--- config.mk ---
export PLATFORM = sky130hd
export DESIGN_NAME = spi_slave_flat
export DESIGN_NICKNAME = d
export VERILOG_FILES = /design/src/rtl/spi_slave_if.sv /design/src/rtl/spi_slave.sv /design/src/flat_wrapper.sv
export SDC_FILE = /design/constraint.sdc
export NUM_CORES = 1
export LEC_CHECK = 0
export CORE_MARGIN = 4
export CORE_UTILIZATION = 35
export CTS_CLUSTER_SIZE = 16
export DETAILED_ROUTE_END_ITERATION = 8
export PLACE_DENSITY = 0.63
export SETUP_SLACK_MARGIN = 0.3
export SLEW_MARGIN = 20
export SYNTH_ARGS = -nofsm -noshare
export SYNTH_HDL_FRONTEND = slang
export SYNTH_SLANG_ARGS = --single-unit
--- constraint.sdc ---
create_clock -name clk -period 3.1 [get_ports clk]
set_clock_uncertainty 0.1 [all_clocks]
set_input_delay 0.62 -clock clk [delete_from_list [all_inputs] [get_ports clk]]
set_output_delay 0.62 -clock clk [all_outputs]
set_load 0.05 [all_outputs]
--- src/rtl/spi_slave_if.sv ---
// SPI pin and host-side transmit/receive bundle of the SPI slave.
// The slave modport is the DUT view; the master modport drives it from outside.
interface spi_slave_if #(
  parameter int DATA_W = 16
);
  logic              sck;
  logic              cs;
  logic              mosi;
  logic              miso;
  logic [DATA_W-1:0] tx_data;
  logic              tx_load;
  logic              tx_ready;
  logic [DATA_W-1:0] rx_data;
  logic              rx_valid;
  logic              busy;

  modport slave (
    input  sck, cs, mosi, tx_data, tx_load,
    output miso, tx_ready, rx_data, rx_valid, busy
  );

  modport master (
    output sck, cs, mosi, tx_data, tx_load,
    input  miso, tx_ready, rx_data, rx_valid, busy
  );
endinterface

--- src/rtl/spi_slave.sv ---
// SPI slave, all four modes, variable frame length, oversampled on clk.
// Optional SPI_SLAVE_ABORT_FLAG_EN adds a frame_err pulse output.
module spi_slave #(
  parameter int SPI_MAX_WIDTH_LOG = 4,
  parameter int SYNC_STAGES       = 2
) (
  input  logic                         clk,
  input  logic                         rst,
  input  logic                         cpol,
  input  logic                         cpha,
  input  logic [SPI_MAX_WIDTH_LOG-1:0] spi_width,
`ifdef SPI_SLAVE_ABORT_FLAG_EN
  output logic                         frame_err,
`endif
  spi_slave_if.slave                   bus
);
  localparam int DW = 1 << SPI_MAX_WIDTH_LOG;
  localparam logic [SPI_MAX_WIDTH_LOG-1:0] CNT_ONE = 1;

  typedef enum logic {ST_IDLE, ST_ACTIVE} state_t;

  state_t                       r_state, w_state_next;
  logic [SYNC_STAGES-1:0]       r_sck_sync, r_cs_sync, r_mosi_sync;
  logic                         r_sck_prev, r_cs_prev;
  logic                         r_cpol, r_cpha;
  logic [SPI_MAX_WIDTH_LOG-1:0] r_bit_cnt;
  logic [DW-2:0]                r_rx_shift;
  logic [DW-1:0]                r_tx_shift, r_shadow, r_rx_data;
  logic                         r_shadow_full, r_rx_valid;

  logic w_sck_s, w_cs_s, w_mosi_s;
  logic w_sck_rise, w_sck_fall, w_cs_rise, w_cs_fall;
  logic w_lead, w_trail, w_sample, w_shift, w_last_bit;
  logic w_start, w_done, w_xfer;
  logic [DW-1:0] w_rx_full, w_rx_mask;

  assign w_sck_s  = r_sck_sync[SYNC_STAGES-1];
  assign w_cs_s   = r_cs_sync[SYNC_STAGES-1];
  assign w_mosi_s = r_mosi_sync[SYNC_STAGES-1];

  always_ff @(posedge clk) begin
    if (rst) begin
      r_sck_sync  <= '0;
      r_cs_sync   <= '0;
      r_mosi_sync <= '0;
      r_sck_prev  <= 1'b0;
      r_cs_prev   <= 1'b0;
    end else begin
      r_sck_sync  <= {r_sck_sync[SYNC_STAGES-2:0], bus.sck};
      r_cs_sync   <= {r_cs_sync[SYNC_STAGES-2:0], bus.cs};
      r_mosi_sync <= {r_mosi_sync[SYNC_STAGES-2:0], bus.mosi};
      r_sck_prev  <= w_sck_s;
      r_cs_prev   <= w_cs_s;
    end
  end

  assign w_sck_rise = w_sck_s & ~r_sck_prev;
  assign w_sck_fall = ~w_sck_s & r_sck_prev;
  assign w_cs_rise  = w_cs_s & ~r_cs_prev;
  assign w_cs_fall  = ~w_cs_s & r_cs_prev;
  assign w_lead     = r_cpol ? w_sck_fall : w_sck_rise;
  assign w_trail    = r_cpol ? w_sck_rise : w_sck_fall;
  assign w_sample   = (r_state == ST_ACTIVE) & (r_cpha ? w_trail : w_lead);
  assign w_shift    = (r_state == ST_ACTIVE) & (r_cpha ? w_lead : w_trail);
  assign w_last_bit = (r_bit_cnt == spi_width);
  assign w_start    = (r_state == ST_IDLE) & w_cs_fall;
  assign w_done     = w_sample & w_last_bit;
  assign w_xfer     = w_start | w_done;
  assign w_rx_full  = {r_rx_shift, w_mosi_s};

  always_comb begin
    w_rx_mask = '0;
    for (int i = 0; i < DW; i++) w_rx_mask[i] = (i <= int'(spi_width));
  end

  always_ff @(posedge clk) begin
    // NOTE: sequential state uses non-blocking assignments so every flop sees pre-edge values.
    if (rst) r_state <= ST_IDLE;
    else     r_state <= w_state_next;
  end

  always_comb begin
    // NOTE: default first, so no path leaves w_state_next unassigned and no latch is inferred.
    w_state_next = r_state;
    case (r_state)
      ST_IDLE:   if (w_cs_fall) w_state_next = ST_ACTIVE;
      ST_ACTIVE: if (w_cs_rise) w_state_next = ST_IDLE;
    endcase
  end

  always_ff @(posedge clk) begin
    if (rst) begin
      r_cpol        <= 1'b0;
      r_cpha        <= 1'b0;
      r_bit_cnt     <= '0;
      r_rx_shift    <= '0;
      r_tx_shift    <= '0;
      r_shadow      <= '0;
      r_shadow_full <= 1'b0;
      r_rx_data     <= '0;
      r_rx_valid    <= 1'b0;
    end else begin
      r_rx_valid <= w_done;
      if (w_start) begin
        r_cpol     <= cpol;
        r_cpha     <= cpha;
        r_bit_cnt  <= '0;
        r_rx_shift <= '0;
      end
      if (w_sample) begin
        r_rx_shift <= w_rx_full[DW-2:0];
        r_bit_cnt  <= w_last_bit ? '0 : r_bit_cnt + CNT_ONE;
        if (w_last_bit) r_rx_data <= w_rx_full & w_rx_mask;
      end
      // A shift edge at count 0 comes before any sample of the current frame
      // (cpha=1 first edge, or the edge right after a back-to-back reload).
      if (w_xfer)
        r_tx_shift <= r_shadow_full ? r_shadow : '0;
      else if (w_shift && (r_bit_cnt != '0))
        r_tx_shift <= {r_tx_shift[DW-2:0], 1'b0};
      if (w_xfer) r_shadow_full <= 1'b0;
      // Load uses the pre-edge full flag, so a coincident transfer takes the old content.
      if (bus.tx_load && !r_shadow_full) begin
        r_shadow      <= bus.tx_data;
        r_shadow_full <= 1'b1;
      end
    end
  end

`ifdef SPI_SLAVE_ABORT_FLAG_EN
  logic w_abort, r_frame_err;
  assign w_abort = (r_state == ST_ACTIVE) & w_cs_rise & ~w_done & (r_bit_cnt != '0);

  always_ff @(posedge clk) begin
    if (rst) r_frame_err <= 1'b0;
    else     r_frame_err <= w_abort | (w_start & ~r_shadow_full);
  end
  assign frame_err = r_frame_err;
`endif

  assign bus.miso     = (r_state == ST_ACTIVE) & r_tx_shift[spi_width];
  assign bus.busy     = (r_state == ST_ACTIVE);
  assign bus.tx_ready = ~r_shadow_full;
  assign bus.rx_data  = r_rx_data;
  assign bus.rx_valid = r_rx_valid;
endmodule
--- src/flat_wrapper.sv ---
// flat-port wrapper written by rule: the top's interface ports become plain ports
module spi_slave_flat 
#(
  parameter int SPI_MAX_WIDTH_LOG = 4,
  parameter int SYNC_STAGES       = 2
)
  (clk, rst, cpol, cpha, spi_width, bus_sck, bus_cs, bus_mosi, bus_tx_data, bus_tx_load, bus_miso, bus_tx_ready, bus_rx_data, bus_rx_valid, bus_busy);
  spi_slave_if bus_i ();
  input  logic clk;
  input  logic rst;
  input  logic cpol;
  input  logic cpha;
  input  logic [SPI_MAX_WIDTH_LOG-1:0] spi_width;
  input wire logic [$bits(bus_i.sck)-1:0] bus_sck;
  input wire logic [$bits(bus_i.cs)-1:0] bus_cs;
  input wire logic [$bits(bus_i.mosi)-1:0] bus_mosi;
  input wire logic [$bits(bus_i.tx_data)-1:0] bus_tx_data;
  input wire logic [$bits(bus_i.tx_load)-1:0] bus_tx_load;
  output wire logic [$bits(bus_i.miso)-1:0] bus_miso;
  output wire logic [$bits(bus_i.tx_ready)-1:0] bus_tx_ready;
  output wire logic [$bits(bus_i.rx_data)-1:0] bus_rx_data;
  output wire logic [$bits(bus_i.rx_valid)-1:0] bus_rx_valid;
  output wire logic [$bits(bus_i.busy)-1:0] bus_busy;
  assign bus_i.sck = bus_sck;
  assign bus_i.cs = bus_cs;
  assign bus_i.mosi = bus_mosi;
  assign bus_i.tx_data = bus_tx_data;
  assign bus_i.tx_load = bus_tx_load;
  assign bus_miso = bus_i.miso;
  assign bus_tx_ready = bus_i.tx_ready;
  assign bus_rx_data = bus_i.rx_data;
  assign bus_rx_valid = bus_i.rx_valid;
  assign bus_busy = bus_i.busy;
  spi_slave #(.SPI_MAX_WIDTH_LOG(SPI_MAX_WIDTH_LOG), .SYNC_STAGES(SYNC_STAGES)) u_core (.clk(clk), .rst(rst), .cpol(cpol), .cpha(cpha), .spi_width(spi_width), .bus(bus_i));
endmodule
==> results.ini <==
[route]
wl_met1_mm = 3.55
wire_per_inst_um = 14.2
viasPerCell = 5.27
vias = 2753
drt_iter0_drc = 246
drc = 0
wl_met3_um = 472
met2WireLength_mm = 3.38
totalWireLength_mm = 7.42
drtPass1Iterations = 4
top_layer = met4
ant_nets = 0

[outcome]
status = complete, no violations

[finish]
final_util_pct = 44.0
layout.nets = 437
stdcell_count = 522
syn2layout_area_growth_pct = 23.0
drive_gt1_share_pct = 9.73
antenna-diode-count = 0
n_fill_cell = 910

[critical_path]
reg2regPathDepth = 5
crit_start = spi_width[1]
cp-end-kind = primary output
r2r-start = u_core.r_cpol
path_class = in -> out
crit_family = multiplexers
worstPathArrival_ns = 1.96
cp_max_fo = 4
cp_slowest_cell = mux4_2
worstReg2RegEnd = u_core.r_tx_shift[13]
cp_num_cells = 5
required_ns = 2.38
critPathLaunchType = input pin
slowest_delay_ns = 0.35
cp_cell_sequence = dlygate4sd2_1 -> mux4_2 -> mux2_2 -> o211a_1 -> buf_6
ff2ff_setup_slack_ns = 0.80
cp-endpoint = bus_miso
crit_buf_inv = 2

[synthesis]
ys_seq_area_share_pct = 48.7
synth_nets = 395
synth_top_family_by_area = simple AND/OR/NAND/NOR gates
synth_cell_type_count = 46
netlist.area_leader.share_pct = 48.7
synth_edf_count = 0
ys_async_sr_fraction_pct = 0
synthFlopType = dfxtp_1
synth-simple-area-share_pct = 22.5
synthCells = 365
synth_xor_area_share_pct = 1.33
synth_area_leaders = dfxtp_1 (49%), nand2_1 (8.5%), a21oi_1 (8.2%)
muxShareOfSynthArea_pct = 4.15
synth-seq-cells = 80
syn-cell-area_sq_mm = 0.00329
synth_area_per_cell_sq_um = 9.00
yosysWarnings = 0
synth_area_leader_cell = dfxtp_1
synth_compound_area_share_pct = 18.4
synthAdderAreaFrac_pct = 0.762

[power_and_ir_drop]
p_per_area_mw_per_mm2 = 481
finalPower_mw = 1.94
ir_drop_mv = 0.256
power.switching_uw = 443
intPower_mw = 1.50
p_comb_share_pct = 7.0
seqPwrFrac_pct = 54.6
leakage_nw = 1.50
p_sw_share_pct = 22.8
clkPwrFrac_pct = 38.5

[sta]
fin_tns_setup_ns = 0
slew_headroom_pct = 53.5
min_period_ns = 2.68
worst_pin_slew_ns = 0.696
period_share_pct = 86.6
hold_violations = 0
finalSetupViolCount = 0
finalMaxSlewViolations = 0
max_freq_mhz = 373
rsz0062_at_grt = no

[cts]
ctsRootBufferMaster = clkbuf_8
cts_tree = yes
cts.htree.levels = 3
cts_sinks = 80
cts_hold_buf = 0
cts_setup_buffers = 0
insertion_delay_ns = 0.34
clkTransAtPathRegs_ns = 0.07
cts_resized = 6
clk_path_buf_depth = 2
numCtsBuffers = 9

[placement]
portBuffers = 47
dpl.cell_count = 507
hpwl_mm = 5.13
gp_congestion = 0.787

[hold_path]
hp-class = reg -> reg

[grt]
grt_pass1_wl_mm = 12.5
grt_max_degree = 53
antenna_found_initial = 0
grt-ovfl-total = 0
grt_pass1_vias = 2550
grtUsageTotal_pct = 13.8

[floorplanning]
rows = 35
die_x_um = 105
dieArea_sq_mm = 0.0110
core-area_sq_mm = 0.00920
die_h_um = 105
ioPinCount = 48
initial_core_util_pct = 35.7

[job]
drv_cap = 0

## Yosys cell counts (all sizes together), types with 2 or more instances
cell type,n
inv,4
a21oi,55
a32o,2
nor3b,2
mux2i,2
nand4,3
xor2,4
and3,14
ha,2
dfxtp,80
a311oi,2
buf,11
nor2b,10
clkbuf,16
o311ai,3
a21o,4
nand2b,2
nand2,74
mux4,4
nor4,2
and2,3
nand3,23
o2111ai,3
and3b,2
or3,2
nor2,8
a221o,14
mux2,2
## logic make-up (layout without fill, tap and decap cells)
kind of cell / count (synthesis) / in the layout
buf+inv: 31 / 77
flops: 80 / 80
compound gates: 90 / 90
fa+ha+maj: 2 / 2
xor+xnor: 5 / 5
mux: 8 / 8
simple gates: 149 / 149
## layout by cell type (no fill, tap or decap), types with 3 or more instances in the layout
cell type / n
inv_1: 4
nand2_1: 74
nand3_1: 23
o311ai_1: 3
nor2_1: 8
o2111ai_1: 3
a21o_1: 4
nand4_1: 3
nor2b_1: 10
a221o_1: 14
a21oi_1: 54
xor2_1: 4
and2_1: 3
dfxtp_1: 80
mux4_2: 4
clkbuf_8: 10
clkdlybuf4s50_1: 42
buf_4: 11
and3_1: 14
## how the worst min path moves through the flow
| stage | startpoint | end | cells after the start |
|---|---|---|---|
| 4_1_cts | u_core.r_sck_sync[0] | u_core.r_sck_sync[1] | 1 |
| 3_3_place_gp | u_core.r_sck_sync[0] | u_core.r_sck_sync[1] | 1 |
| 6_report | u_core.r_sck_sync[0] | u_core.r_sck_sync[1] | 1 |
| 2_1_floorplan | u_core.r_cs_sync[0] | u_core.r_cs_sync[1] | 1 |
| 5_1_grt | u_core.bus.rx_data[10] | u_core.bus.rx_data[10] | 2 |
| 3_5_place_dp | u_core.r_sck_sync[0] | u_core.r_sck_sync[1] | 1 |
## metal layers
| metal | vias up | GRT usage, % |
|---|---|---|
| met1 | 1294 | 19.7 |
| met5 | - | 0 |
| met4 | 0 | 3.94 |
| met2 | 72 | 19.9 |
| met3 | 2 | 4.57 |
| li1 | 1385 | - |
## power groups by stage
stage | registers, mW | clock network (mW) | logic, mW
floorplan | 1.08 | 0 | 0.0782
global placement | 1.08 | 0 | 0.136
detailed placement | 1.08 | 0 | 0.139
CTS | 1.06 | 0.781 | 0.138
global route | 1.06 | 0.818 | 0.150
finish | 1.06 | 0.747 | 0.135
## worst register-to-register path: stages, from the launching register on
cell and delay, ns:
dfxtp_1 0.37, xnor2_1 0.30, mux2_4 0.44, a21oi_4 0.42
nor3_4 0.17, a221o_1 0.39
## sequential cells by signal, indices dropped and copies added, names as in the netlist
register              count
u_core.r_cpol             1
u_core.r_cpha             1
u_core.bus.rx_valid       1
u_core.r_cs_sync          2
u_core.r_mosi_sync        2
u_core.r_cs_prev          1
u_core.r_bit_cnt          4
u_core.r_sck_prev         1
u_core.bus.rx_data       16
u_core.r_sck_sync         2
u_core.r_shadow          16
u_core.bus.busy           1
u_core.r_rx_shift        15
u_core.r_tx_shift        16
u_core.r_shadow_full      1
## cell type report
type	count	area (sq um)	area share, %
clock buffer	11	141	3.50
clock inverter	4	55.1	1.36
inverter	4	15.0	0.371
multi-input combinational	254	1550	38.3
sequential	80	1600	39.6
tap	111	139	3.44
timing repair buffer	58	542	13.4
## through the flow
| stage | hold slack [ns] | instance area (sq um) | setup slack [ns] |
|---|---|---|---|
| 2_1_floorplan | 0.314 | 3290 | 0.445 |
| 3_3_place_gp | 0.318 | 3850 | -0.0342 |
| 3_5_place_dp | 0.322 | 3850 | -0.0593 |
| 4_1_cts | 0.340 | 4050 | 0.319 |
| 5_1_grt | 0.369 | 4040 | 0.377 |
| 6_report | 0.337 | 4040 | 0.416 |
(Power assumes the default switching activity.)
